`src/rtl/uart_pkg.sv`:
```
// Shared UART definitions: bit-period math used by both RX and TX controllers,
// and the receiver state encoding.
package uart_pkg;

  typedef enum logic [2:0] {
    IDLE  = 3'd0,
    START = 3'd1,
    DATA  = 3'd2,
    STOP  = 3'd3,
    BREAK = 3'd4
  } rx_state_t;

  function automatic logic [31:0] one_cycle(input logic [31:0] clock_frequency,
                                            input logic [31:0] baud_rate);
    return clock_frequency / baud_rate;
  endfunction

  function automatic logic [31:0] half_cycle(input logic [31:0] clock_frequency,
                                             input logic [31:0] baud_rate);
    return one_cycle(clock_frequency, baud_rate) / 32'd2;
  endfunction

endpackage

```
`src/rtl/sync_2ff.sv`:
```
// Two-flop synchronizer for a single asynchronous input; reset value selectable
// so idle-high lines do not glitch out of reset.
module sync_2ff #(
  parameter logic RST_VAL = 1'b1
) (
  input  logic clk,
  input  logic rst,
  input  logic d,
  output logic q
);

  logic meta;

  always_ff @(posedge clk) begin
    if (rst) begin
      meta <= RST_VAL;
      q    <= RST_VAL;
    end else begin
      meta <= d;
      q    <= meta;
    end
  end

endmodule

```
`src/rtl/uart_receiver_controler.sv`:
```
// UART receive controller: recovers start/data/stop frames from rxd and writes
// good words into the RX FIFO, flagging framing errors and overruns as pulses.
module uart_receiver_controler
  import uart_pkg::*;
#(
  parameter logic [31:0] CLOCK_FREQUENCY = 32'd100_000_000,
  parameter logic [31:0] BAUD_RATE       = 32'd115200,
  parameter logic [31:0] WORD_WIDTH      = 32'd8
) (
  input  logic                  clk,
  input  logic                  rst,
  input  logic                  rxd,
  input  logic                  full,
  output logic [WORD_WIDTH-1:0] dout,
  output logic                  we,
  output logic                  frame_error,
  output logic                  overrun
);

  localparam logic [31:0] ONE_CYCLE  = one_cycle(CLOCK_FREQUENCY, BAUD_RATE);
  localparam logic [31:0] HALF_CYCLE = half_cycle(CLOCK_FREQUENCY, BAUD_RATE);

  logic                  rxs;
  rx_state_t             state, state_n;
  logic [31:0]           clocks, clocks_n;
  logic [31:0]           bits, bits_n;
  logic [WORD_WIDTH-1:0] data, data_n;
  logic [WORD_WIDTH-1:0] dout_n;
  logic                  we_n, frame_error_n, overrun_n;

  sync_2ff #(.RST_VAL(1'b1)) u_rxd_sync (
    .clk (clk),
    .rst (rst),
    .d   (rxd),
    .q   (rxs)
  );

  always_ff @(posedge clk) begin
    if (rst) begin
      state       <= IDLE;
      clocks      <= '0;
      bits        <= '0;
      data        <= '0;
      dout        <= '0;
      we          <= 1'b0;
      frame_error <= 1'b0;
      overrun     <= 1'b0;
    end else begin
      state       <= state_n;
      clocks      <= clocks_n;
      bits        <= bits_n;
      data        <= data_n;
      dout        <= dout_n;
      we          <= we_n;
      frame_error <= frame_error_n;
      overrun     <= overrun_n;
    end
  end

  always_comb begin
    state_n       = state;
    clocks_n      = clocks;
    bits_n        = bits;
    data_n        = data;
    dout_n        = dout;
    we_n          = 1'b0;
    frame_error_n = 1'b0;
    overrun_n     = 1'b0;
    case (state)
      IDLE: begin
        clocks_n = '0;
        bits_n   = '0;
        if (!rxs) state_n = START;
      end
      // Re-check the line at mid start bit so short glitches are ignored.
      START: begin
        if (clocks == HALF_CYCLE - 32'd1) begin
          clocks_n = '0;
          state_n  = rxs ? IDLE : DATA;
        end else begin
          clocks_n = clocks + 32'd1;
        end
      end
      DATA: begin
        if (clocks == ONE_CYCLE - 32'd1) begin
          data_n   = {rxs, data[WORD_WIDTH-1:1]};
          clocks_n = '0;
          bits_n   = bits + 32'd1;
          if (bits == WORD_WIDTH - 32'd1) state_n = STOP;
        end else begin
          clocks_n = clocks + 32'd1;
        end
      end
      STOP: begin
        if (clocks == ONE_CYCLE - 32'd1) begin
          clocks_n = '0;
          if (rxs) begin
            state_n = IDLE;
            if (full) begin
              overrun_n = 1'b1;
            end else begin
              dout_n = data;
              we_n   = 1'b1;
            end
          end else begin
            frame_error_n = 1'b1;
            state_n       = BREAK;
          end
        end else begin
          clocks_n = clocks + 32'd1;
        end
      end
      // Swallow a held-low line so a break reports only once.
      BREAK: begin
        clocks_n = '0;
        if (rxs) state_n = IDLE;
      end
      default: state_n = IDLE;
    endcase
  end

endmodule

```
`config.mk`:
```
export PLATFORM = sky130hd
export DESIGN_NAME = uart_receiver_controler
export DESIGN_NICKNAME = d
export VERILOG_FILES = /design/src/rtl/uart_pkg.sv /design/src/rtl/sync_2ff.sv /design/src/rtl/uart_receiver_controler.sv
export SDC_FILE = /design/constraint.sdc
export NUM_CORES = 1
export LEC_CHECK = 0
export BUFFER_PORTS_ARGS = -buffer_cell sky130_fd_sc_hd__buf_2
export CORE_AREA = 2 2 90 92
export CTS_CLUSTER_SIZE = 8
export DETAILED_ROUTE_END_ITERATION = 7
export DIE_AREA = 0 0 92 94
export HOLD_SLACK_MARGIN = 0.1
export PLACE_DENSITY = 0.76
export SYNTH_ARGS = -nofsm -noshare
export SYNTH_HDL_FRONTEND = slang
export SYNTH_SLANG_ARGS = --single-unit
export TNS_END_PERCENT = 20
```
`constraint.sdc`:
```
create_clock -name clk -period 2.85 [get_ports clk]
set_input_delay 0.57 -clock clk [delete_from_list [all_inputs] [get_ports clk]]
set_output_delay 0.57 -clock clk [all_outputs]
set_load 0.01 [all_outputs]
```
### After elaboration in Yosys (flattened, before gate mapping)

Cells that the tools add are included.

* bits in registers: 88
* input bits: 4
* output and inout port bits: 11
* word-level logic and storage cells: 57

* add/subtract/negate cells: 2
* equality and inequality tests: 13
* mux-type cells: 17
* bitwise operators: 4
* reductions and logical operators: 11

Operator list (count)
* $mux W32: 3
* $pmux W32 S3: 1
* $add A32 B1 Y32 const B: 2
* $pmux W32 S2: 1
* $eq A32 B10 Y1 const B: 1
* $eq A32 B3 Y1 const B: 1
* $eq A32 B9 Y1 const B: 1
* $mux W3: 7
* $pmux W3 S5: 1
* $ne A2 B2 Y1 const B: 5
* $eq A3 B2 Y1 const B: 2
* $reduce_and A6 Y1: 1
* $not A1 Y1: 4
* $reduce_and A2 Y1: 2
* $reduce_and A4 Y1: 1
* $reduce_or A2 Y1: 2
* $reduce_or A4 Y1: 1
* $eq A3 B1 Y1 const B: 1
* $eq A3 B3 Y1 const B: 1
* $logic_not A3 Y1: 1
* $mux W1: 3
* $reduce_bool A3 Y1: 1
* $reduce_or A3 Y1: 1
* $mux W2: 1
* 2 further kinds: 2

### Depth between registers and ports, before layout

Gate-level depths: netlist of the first run.

* word-level depth: 4
* depth in mapped cells: 9
* depth with buffers taken out: 7

### Cells and area by module

A second synthesis of the first run with hierarchy kept.

* cells, all modules: 498
* area, all modules: 4140.2 um^2

Modules (own cells, without submodules)
* uart_receiver_controler: times used 1, cells each 494, area an instance 4087.7 um^2, seq. area each 1721.7 um^2
* sync_2ff: times used 1, cells each 4, area an instance 52.6 um^2, seq. area each 40.0 um^2

### Least setup slack after synthesis of the first run

OpenSTA, ideal clock, no wires.

* kind: register -> register
* start point: register clocks[0]
* end point: register dout[0]
* setup time: 128 ps
* arrival: 1838 ps
* required time: 2722 ps
* path slack: 884 ps
* stages on the path, launching flop included: 7
* buffers on the path: 0
* period minus slack after synthesis: 1966 ps
* cell sequence: dfxtp_1 -> ha_1 -> and4b_1 -> nand3_1 -> nor4_4 -> mux2i_1 -> nor2_1

* word-level cells in the longest chain between the ends: 2

Ends and longest elaborated chain
* start, declared: line uart_receiver_controler.sv:25 `logic [31:0] clocks, clocks_n;`
* start signal, assigned: line uart_receiver_controler.sv:50 `clocks <= clocks_n;`
* $eq A32 B10 Y1: line uart_receiver_controler.sv:95 `if (clocks == ONE_CYCLE - 32'd1) begin`
* $reduce_and A4 Y1 (no source line)
* end signal, assigned: line uart_receiver_controler.sv:53 `dout <= dout_n;`
* end, declared: line uart_receiver_controler.sv:14 `output logic [WORD_WIDTH-1:0] dout,`

Every way passes these cells.
A chain may end at the register's enable or synchronous reset.

### Worst setup path in the final report of the first run

* start point: register clocks[0]
* end point: register bits[18]

* word-level cells in the longest chain between the ends: 3

Ends and longest elaborated chain
* $eq A32 B10 Y1: line uart_receiver_controler.sv:85 `if (clocks == ONE_CYCLE - 32'd1) begin`
* $ne A2 B2 Y1 (no source line)
* $reduce_and A2 Y1 (no source line)
* end signal, assigned: line uart_receiver_controler.sv:51 `bits <= bits_n;`
* end, declared: line uart_receiver_controler.sv:26 `logic [31:0] bits, bits_n;`

Every way passes these cells.

==> metrics.yaml, run 1 <==
logic_synthesis:
  synthArstFlopShare_pct: 0
  yosysTopAreaCell: "dfxtp_1"
  yosysSeqAreaShare_pct: 39.35
  synth_area_per_cell_um2: 8.544
  synth_nets: 531
  syn_inst: 524
  synth.distinct_cells: 55
  synth_edf_count: 0
  ys_top_cells_by_area: "dfxtp_1 39%, nand2_1 5.0%, nand4_1 4.5%, nor2_1 4.0%, a21oi_1 3.7%"
  syn_area_mm2: 0.004477
  synth_top_area_share_pct: 39.35
  yosys_warnings: 0
  ys_ff_latch: 88
  ys.flop_type: "dfxtp_1"
route:
  antenna_left: 0
  first_pass_iters: 5
  initialDrtViolationCount: 281
  via_per_inst: 6.281
  wl_per_cell_um: 15.78
  dr_total_vias: 4026
  route.detailed.drc: 0
  wirelength_um: 10120
power_and_ir_drop:
  vdd_ir_drop_max_mv: 0.3444
  powerDensity_mw_per_mm2: 435.3
  p_leak_uw: 0.001583
placement:
  port_buffers: 14
  dp_slack_ns: 0.5125
  gp_congestion: 1.005
  detailed_place_hpwl_um: 6971
sta:
  slew_viol_final: 0
  finalHoldViolCount: 0
  skew_ns: 0.01489
  period_needed_ns: 2.361
  relSlewSlack_pct: 41.77
  fin_crit_sh_pct: 82.85
  fin_ws_ns: 0.4889
  fin_setup_tns_ns: 0
  final-setup-viol-count: 0
  rsz0062_at_grt: "false"
  max_freq_mhz: 423.5
  worstMarginPinSlew_ns: 0.8735
floorplan:
  die_x_um: 92
  ios: 15
  dieArea_mm2: 0.008648
  core_area_mm2: 0.007607
  rows: 32
  die_h_um: 94
  start_util_pct: 58.85
setup_path:
  crit_path_end_kind: "register"
  timing.rr.end: "bits[18]$_SDFFE_PP0P_"
  cp.required_ns: 3.15
  path_class: "reg2reg"
  critical_path_peak_fanout: 16
  reg2regPathDepth: 6
  cp-start-kind: "register"
  crit_arrival_ns: 2.66
  reg2reg_setup_slack_ns: 0.49
  r2r_start: "clocks[0]$_SDFFE_PP0P_"
global_route:
  grt_max_degree: 43
  grt_usage_pct: 24.71
  grt_pass1_wl_um: 17350
  antenna_found_initial: 0
  grt-ovfl-total: 0
  grt_pass1_vias: 3736
clock_tree:
  ctsHoldBuffers: 0
  cts_setup_buffers: 0
  clkTransAtPathRegs_ns: 0.09
  htree_levels: 3
  clk_latency_ns: 0.36
  cts_buffers: 9
  cts_tree: "built"
  cts-resized-gates: 0
  clockBufferDepth: 2
  clock-sinks: 88
  root_buffer: "clkbuf_8"
min_path:
  hp-start: "rxd"
  worstHoldPathCells: 2
  holdCritPathClass: "in2reg"
  hold_end: "u_rxd_sync.meta$_SDFF_PP1_"
flow_run:
  cap_violations: 0
layout:
  drive_gt1_share_pct: 10.76
  final.fill_count: 668
  syn2layout_area_growth_pct: 7.826
  n_antenna_cell: 0
  nNetsFinal: 541
  finalCoreUtilization_pct: 63.45
outcome:
  status: "finished, final reports clean"
through the flow:
| stage | std cells | total power (µW) | hold WS [ns] | instance area [µm²] |
|---|---|---|---|---|
| floorplan | 524 | 1296 | 0.3895 | 4477 |
| global placement | 625 | 1313 | 0.3921 | 4639 |
| detailed placement | 625 | 1314 | 0.3945 | 4639 |
| CTS | 641 | 2122 | 0.3818 | 4827 |
| global route | 641 | 2172 | 0.3809 | 4827 |
| finish | 641 | 2101 | 0.3944 | 4827 |
cell families (layout without fill, tap and decap cells):
group	after synthesis	count (layout)	synth area share, %
and+or+nand+nor	282	282	37.20
muxes	14	14	3.130
adders and majority gates	3	3	0.8385
DFF	88	88	39.35
xor gates and xnor gates	22	22	4.304
buffers and inverters	32	47	3.046
AOI/OAI and AO/OA	83	83	12.13
worst max-delay path, stage by stage, from the launching register on:
cell and delay, ns:
dfxtp_1 0.42, ha_1 0.21, and4b_1 0.25, and3_1 0.29, nand4_2 0.38, or4_1 0.61
a21oi_1 0.14
registers in the layout, summed over array words and instances (netlist names):
signal	count
frame_error	1
bits	32
overrun	1
data	8
we	1
u_rxd_sync.q	1
clocks	32
u_rxd_sync.meta	1
state	3
dout	8
placed cells by master (no fill, tap or decap), types with 16 or more instances in the layout:
| cell type | n |
|---|---|
| nor2_1 | 48 |
| and3_1 | 16 |
| or3_1 | 21 |
| nand4_1 | 32 |
| or4_1 | 17 |
| a21oi_1 | 33 |
| dfxtp_1 | 88 |
| nand2_1 | 60 |
| xor2_1 | 16 |
| nand3_1 | 22 |
metal layers:
layer / up-vias / share of wire [%] / track usage (%)
met5: - / 0 / 0
met3: 13 / 4.3 / 4.575
li1: 1990 / - / -
met4: 0 / 1.2 / 7.090
met2: 107 / 52 / 44.49
met1: 1916 / 43 / 30.18
power breakdown:
| group | switching (µW) | total [µW] | internal (µW) |
|---|---|---|---|
| Sequential | 3.10 | 1230 | 1230 |
| Combinational | 36.0 | 51.8 | 15.8 |
| Clock | 466 | 816 | 350 |
how the worst max path moves through the flow:
| stage | startpoint | to | slack [ns] |
|---|---|---|---|
| after global placement | clocks[0]$_SDFFE_PP0P_ | bits[26]$_SDFFE_PP0P_ | 0.56 |
| after floorplan | clocks[0]$_SDFFE_PP0P_ | dout[0]$_SDFFE_PP0P_ | 0.88 |
| after CTS | clocks[0]$_SDFFE_PP0P_ | bits[26]$_SDFFE_PP0P_ | 0.51 |
| after global routing | clocks[9]$_SDFFE_PP0P_ | bits[18]$_SDFFE_PP0P_ | 0.29 |
| final | clocks[0]$_SDFFE_PP0P_ | bits[18]$_SDFFE_PP0P_ | 0.49 |
| after detailed placement | clocks[0]$_SDFFE_PP0P_ | bits[18]$_SDFFE_PP0P_ | 0.51 |
final cells by class:
type                            count  area (µm²)  share of cell area [%]
Timing Repair Buffer               24       145.1                   3.007
Sequential cell                    88        1762                   36.50
Clock inverter                      6       50.05                   1.037
Tap cell                          102       127.6                   2.644
Multi-Input combinational cell    404        2579                   53.42
Inverter                            7       26.28                  0.5443
Clock buffer                       10       137.6                   2.851
synth_stat cells (4+ instances only):
| cell | n |
|---|---|
| xnor2_1 | 6 |
| clkbuf_1 | 15 |
| and3_1 | 16 |
| nor2b_1 | 4 |
| or4_1 | 17 |
| o31ai_1 | 11 |
| dfxtp_1 | 88 |
| nor4_4 | 7 |
| nand3_1 | 22 |
| nor2_1 | 48 |
| inv_1 | 7 |
| and4_1 | 5 |
| a21oi_1 | 33 |
| nor4_1 | 15 |
| buf_2 | 7 |
| and2_1 | 4 |
| mux2i_1 | 14 |
| xor2_1 | 16 |
| o311ai_0 | 6 |
| or3_1 | 21 |
| o21ai_0 | 12 |
| nand2_1 | 60 |
| nor3_1 | 12 |
| nand4_1 | 32 |
Note: power is estimated with default switching activity, not from simulation.
==> run 2: changes to the inputs <==
--- a/config.mk
+++ b/config.mk
@@ -6,12 +6,12 @@
 export NUM_CORES = 1
 export LEC_CHECK = 0
 export BUFFER_PORTS_ARGS = -buffer_cell sky130_fd_sc_hd__buf_2
-export CORE_AREA = 2 2 90 92
+export CORE_AREA = 2 2 93 95
 export CTS_CLUSTER_SIZE = 8
 export DETAILED_ROUTE_END_ITERATION = 7
-export DIE_AREA = 0 0 92 94
+export DIE_AREA = 0 0 95 97
 export HOLD_SLACK_MARGIN = 0.1
-export PLACE_DENSITY = 0.76
+export PLACE_DENSITY = 0.74
 export SYNTH_ARGS = -nofsm -noshare
 export SYNTH_HDL_FRONTEND = slang
 export SYNTH_SLANG_ARGS = --single-unit
==> constraint.sdc (replaced) <==
create_clock -name clk -period 2 [get_ports clk]
set_input_delay 0.4 -clock clk [delete_from_list [all_inputs] [get_ports clk]]
set_output_delay 0.4 -clock clk [all_outputs]
set_load 0.01 [all_outputs]
==> run 2 against run 1 <==
Compared with the run above: setup slack got worse by 0.48 ns; fmax increased by 18%; first-iteration DRC count decreased by 12%; sequential cell count unchanged; sequential share of layout area decreased by 5.3 points; largest power group unchanged.
==> metrics.yaml, run 2 (synthesized netlist as in run 1, its figures left out) <==
outcome:
  status: "finished, final reports clean"
setup_path:
  path_class: "reg2reg"
  critical_path_peak_fanout: 6
  crit_arrival_ns: 2.30
  crit_path_frequent_cell: "buf_4"
  crit_path_end_kind: "register"
  crit_buf_inv: 3
  cp-start-kind: "register"
  critPathTopFamily: "simple AND/OR/NAND/NOR gates"
  crit_chain: "buf_6 > ha_1 > and3_4 > nand3_1 > a311oi_2 > buf_4 > buf_4 > or3_1 > a21oi_2"
  slowest_stage: "dfxtp_4"
  cp.required_ns: 2.31
  max_stage_delay_ns: 0.37
clock_tree:
  clock-sinks: 88
  clk_latency_ns: 0.37
  root_buffer: "clkbuf_8"
  cts_buffers: 9
  cts_tree: "built"
  htree_levels: 3
  clockBufferDepth: 2
  clkTransAtPathRegs_ns: 0.10
floorplan:
  rows: 33
  die_h_um: 97
  dieArea_mm2: 0.009215
  die_x_um: 95
  core_area_mm2: 0.008134
  start_util_pct: 55.04
  ios: 15
power_and_ir_drop:
  p_total_uw: 3098
  p_leak_uw: 0.002062
  powerDensity_mw_per_mm2: 543.5
  vdd_ir_drop_max_mv: 0.3548
sta:
  slew_viol_final: 0
  rsz0062_at_grt: "true"
  holdWs_ns: 0.2022
  period_needed_ns: 1.994
  max_freq_mhz: 501.6
  worstMarginPinSlew_ns: 0.6567
  finalHoldViolCount: 0
  relSlewSlack_pct: 55.76
  fin_ws_ns: 0.006301
  skew_ns: 0.01196
  fin_crit_sh_pct: 99.68
  final-setup-viol-count: 0
route:
  antenna_left: 0
  initialDrtViolationCount: 247
  dr_total_vias: 4548
  route.detailed.drc: 0
  via_per_inst: 6.256
  wirelength_um: 12790
  first_pass_iters: 6
  wl_per_cell_um: 17.60
layout:
  syn2layout_area_growth_pct: 27.33
  top_regs: "bits x32, clocks x32"
  most-common-layout-cells: "86 x buf_4, 81 x dfxtp_1, 60 x nand2_1"
  final.fill_count: 619
  n_antenna_cell: 0
  mostFrequentLayoutCell: "buf_4"
  nNetsFinal: 624
  drive_gt1_share_pct: 28.14
flow_run:
  cap_violations: 0
placement:
  dp_slack_ns: -0.01984
  gp_congestion: 0.9719
  port_buffers: 14
  detailed_place_hpwl_um: 8629
min_path:
  holdCritPathClass: "in2reg"
global_route:
  grt-ovfl-total: 0
  grt_pass1_vias: 4273
  grtUsageMet2_pct: 45.55
  use_met1_pct: 31.74
  grt_max_degree: 38
  grt_pass1_wl_um: 19910
  grt.busiest_layer: "met2"
  grt_use_met3_pct: 4.439
  grt_usage_pct: 26.88
  antenna_found_initial: 0
-- run 2: power by group --
group          switching (µW)  internal, µW  leakage [µW]
sequential               5.59          1750      0.000713
clock                     754           493     0.0000977
combinational            58.4          35.2       0.00125
total                     818          2280       0.00206
-- run 2: final timing paths --
check                              from                    endpoint  slack [ns]  cells past startpoint
max              clocks[0]$_SDFFE_PP0P_     clocks[12]$_SDFFE_PP0P_       0.006                      9
min                                 rxd  u_rxd_sync.meta$_SDFF_PP1_        0.20                      2
max reg2reg      clocks[0]$_SDFFE_PP0P_     clocks[12]$_SDFFE_PP0P_       0.006                      9
min reg2reg  u_rxd_sync.meta$_SDFF_PP1_     u_rxd_sync.q$_SDFF_PP1_        0.43                      1
-- run 2: cell type report --
class                           count  area [µm²]  area share [%]
Timing Repair Buffer              107       862.1           15.12
Multi-Input combinational cell    404        2711           47.56
Inverter                            7       26.28          0.4609
Clock inverter                      7       70.07           1.229
Clock buffer                        9       123.9           2.173
Sequential cell                    88        1775           31.15
Tap cell                          105       131.4           2.305
-- run 2: routing by layer --
layer / up-vias / wire, µm
met5: - / 0
li1: 2156 / -
met3: 50 / 626
met1: 2155 / 5292
met4: 0 / 448
met2: 187 / 6426
-- run 2: timing repair --
item | 4_1_cts | 5_1_grt
buffers inserted | 0 | 8
hold endpoints to repair | 0 | 0
endpoints found under the setup margin | 16 | 70
pin swaps | 1 | 20
resized for setup | 5 | 38
gates cloned | 0 | 3
hold buffers | 0 | 0
-- run 2: metrics by stage --
| stage | cell area (µm²) | instances | utilization [%] | setup TNS [ns] |
|---|---|---|---|---|
| global placement | 5221 | 700 | 64.19 | 0 |
| floorplan | 4477 | 524 | - | 0 |
| finish | 5700 | 727 | 70.08 | 0 |
| global route | 5700 | 727 | 70.08 | -0.8653 |
| detailed placement | 5221 | 700 | 64.19 | -0.04842 |
| CTS | 5424 | 716 | 66.68 | -0.02364 |
==> run 3: changes to the inputs <==
--- a/config.mk
+++ b/config.mk
@@ -5,7 +5,7 @@
 export SDC_FILE = /design/constraint.sdc
 export NUM_CORES = 1
 export LEC_CHECK = 0
-export BUFFER_PORTS_ARGS = -buffer_cell sky130_fd_sc_hd__buf_2
+export BUFFER_PORTS_ARGS = -buffer_cell sky130_fd_sc_hd__buf_4
 export CORE_AREA = 2 2 93 95
 export CTS_CLUSTER_SIZE = 8
 export DETAILED_ROUTE_END_ITERATION = 7
==> run 3 against run 2 <==
Compared with the run above: sequential share of layout area rose by 0.66 points; cell area fell by 2.1%; fmax fell by 0.17%; largest power group unchanged; routed wire length fell by 8.4%; largest cell class unchanged; clock power fell by 7%.
==> metrics.yaml, run 3 (synthesized netlist as in run 1, its figures left out) <==
outcome:
  status: "finished, final reports clean"
global_route:
  grt-ovfl-total: 0
  grt_usage_pct: 25.84
  grt_max_degree: 30
  grt_pass1_wl_um: 19310
  grt_pass1_vias: 4168
  antenna_found_initial: 0
route:
  initialDrtViolationCount: 289
  wirelength_um: 11730
  first_pass_iters: 5
  antenna_left: 0
  via_per_inst: 6.161
  dr_total_vias: 4393
  route.detailed.drc: 0
  wl_per_cell_um: 16.44
sta:
  worstMarginPinSlew_ns: 0.6393
  relSlewSlack_pct: 57.34
  skew_ns: 0.01137
  period_needed_ns: 1.997
  finalHoldViolCount: 0
  fin_ws_ns: 0.002842
  fin_crit_sh_pct: 99.86
  final-setup-viol-count: 0
  slew_viol_final: 0
  rsz0062_at_grt: "true"
  max_freq_mhz: 500.7
layout:
  syn2layout_area_growth_pct: 24.68
  regArea_mm2: 0.001775
  final_cell_area_mm2: 0.005582
  nNetsFinal: 610
  top_regs: "bits x32, clocks x32"
  most-common-layout-cells: "86 x buf_4, 79 x dfxtp_1, 60 x nand2_1"
  multi_input_area_mm2: 0.002691
  layout.cells.non_filler: 713
  n_antenna_cell: 0
  mostFrequentLayoutCell: "buf_4"
  final.fill_count: 628
  drive_gt1_share_pct: 26.48
setup_path:
  cp.required_ns: 2.32
  crit_arrival_ns: 2.31
  reg2regPathDepth: 7
  cp-start-kind: "register"
  crit_path_end_kind: "register"
  critical_path_peak_fanout: 8
  path_class: "reg2reg"
min_path:
  worstHoldPathCells: 2
  holdCritPathClass: "in2reg"
power_and_ir_drop:
  p_total_uw: 3000
  p_leak_uw: 0.001968
  powerDensity_mw_per_mm2: 537.4
  vdd_ir_drop_max_mv: 0.4525
clock_tree:
  clock-sinks: 88
  clockBufferDepth: 2
  cts_tree: "built"
  clk_latency_ns: 0.38
  htree_levels: 3
  root_buffer: "clkbuf_8"
  clkTransAtPathRegs_ns: 0.10
  cts_buffers: 9
  ctsHoldBuffers: 0
flow_run:
  cap_violations: 0
placement:
  port_buffers: 14
  place_area_mm2: 0.005159
  numPlacedInstances: 687
  dp_slack_ns: -0.05152
  detailed_place_hpwl_um: 8156
  gp_congestion: 1.018
floorplan:
  die_x_um: 95
  rows: 33
  core_area_mm2: 0.008134
  die_h_um: 97
  dieArea_mm2: 0.009215
  start_util_pct: 55.04
  ios: 15
## run 3: power by group
| group | total, µW | switching (µW) | leakage (µW) | internal [µW] |
|---|---|---|---|---|
| combinational | 86.3 | 55.6 | 0.00117 | 30.7 |
| sequential | 1760 | 4.76 | 0.000714 | 1750 |
| clock | 1160 | 694 | 0.0000862 | 462 |
| total | 3000 | 755 | 0.00197 | 2240 |
## run 3: area by class of cell
cell class | count | share of cell area, %
clock buffer | 9 | 2.219
clock inverter | 7 | 0.9863
inverter | 7 | 0.4707
multi-input combinational | 404 | 48.22
sequential | 88 | 31.81
tap | 105 | 2.354
timing repair buffer | 93 | 13.94
## run 3: routing by layer
layer / global-route usage, % / share of wire, % / vias up / wire length (µm)
li1: - / - / 2132 / -
met1: 31.48 / 41 / 2107 / 4809
met2: 44.41 / 51 / 126 / 6013
met3: 5.841 / 4.9 / 28 / 577
met4: 8.473 / 2.8 / 0 / 323
met5: 0 / 0 / - / 0
## run 3: critical path: stages (launching register included)
cell	delay (ns)
dfxtp_2	0.37
ha_4	0.14
and4b_1	0.24
and3_4	0.23
a31oi_4	0.16
buf_12	0.19
or4_1	0.48
a21oi_1	0.13
## run 3: timing repair
action / in CTS / in global routing
resized for setup: 6 / 36
setup endpoints to repair: 15 / 65
setup buffers: 0 / 8
pin swaps: 0 / 15
gates cloned: 0 / 2
## run 3: final timing paths
| check | startpoint | endpoint | slack [ns] |
|---|---|---|---|
| setup / recovery | clocks[0]$_SDFFE_PP0P_ | bits[14]$_SDFFE_PP0P_ | 0.003 |
| hold / removal | full | we$_SDFF_PP0_ | 0.20 |
| setup reg to reg | clocks[0]$_SDFFE_PP0P_ | bits[14]$_SDFFE_PP0P_ | 0.003 |
| hold reg to reg | u_rxd_sync.meta$_SDFF_PP1_ | u_rxd_sync.q$_SDFF_PP1_ | 0.42 |
## run 3: through the flow
stage               util (%)  TNS (ns)  hold slack [ns]
floorplan                  -         0           0.3895
global placement       63.42         0           0.3949
detailed placement     63.42   -0.1999           0.3997
CTS                    65.88  -0.03997           0.1950
global route           68.62   -0.6602           0.1845
finish                 68.62         0           0.1981
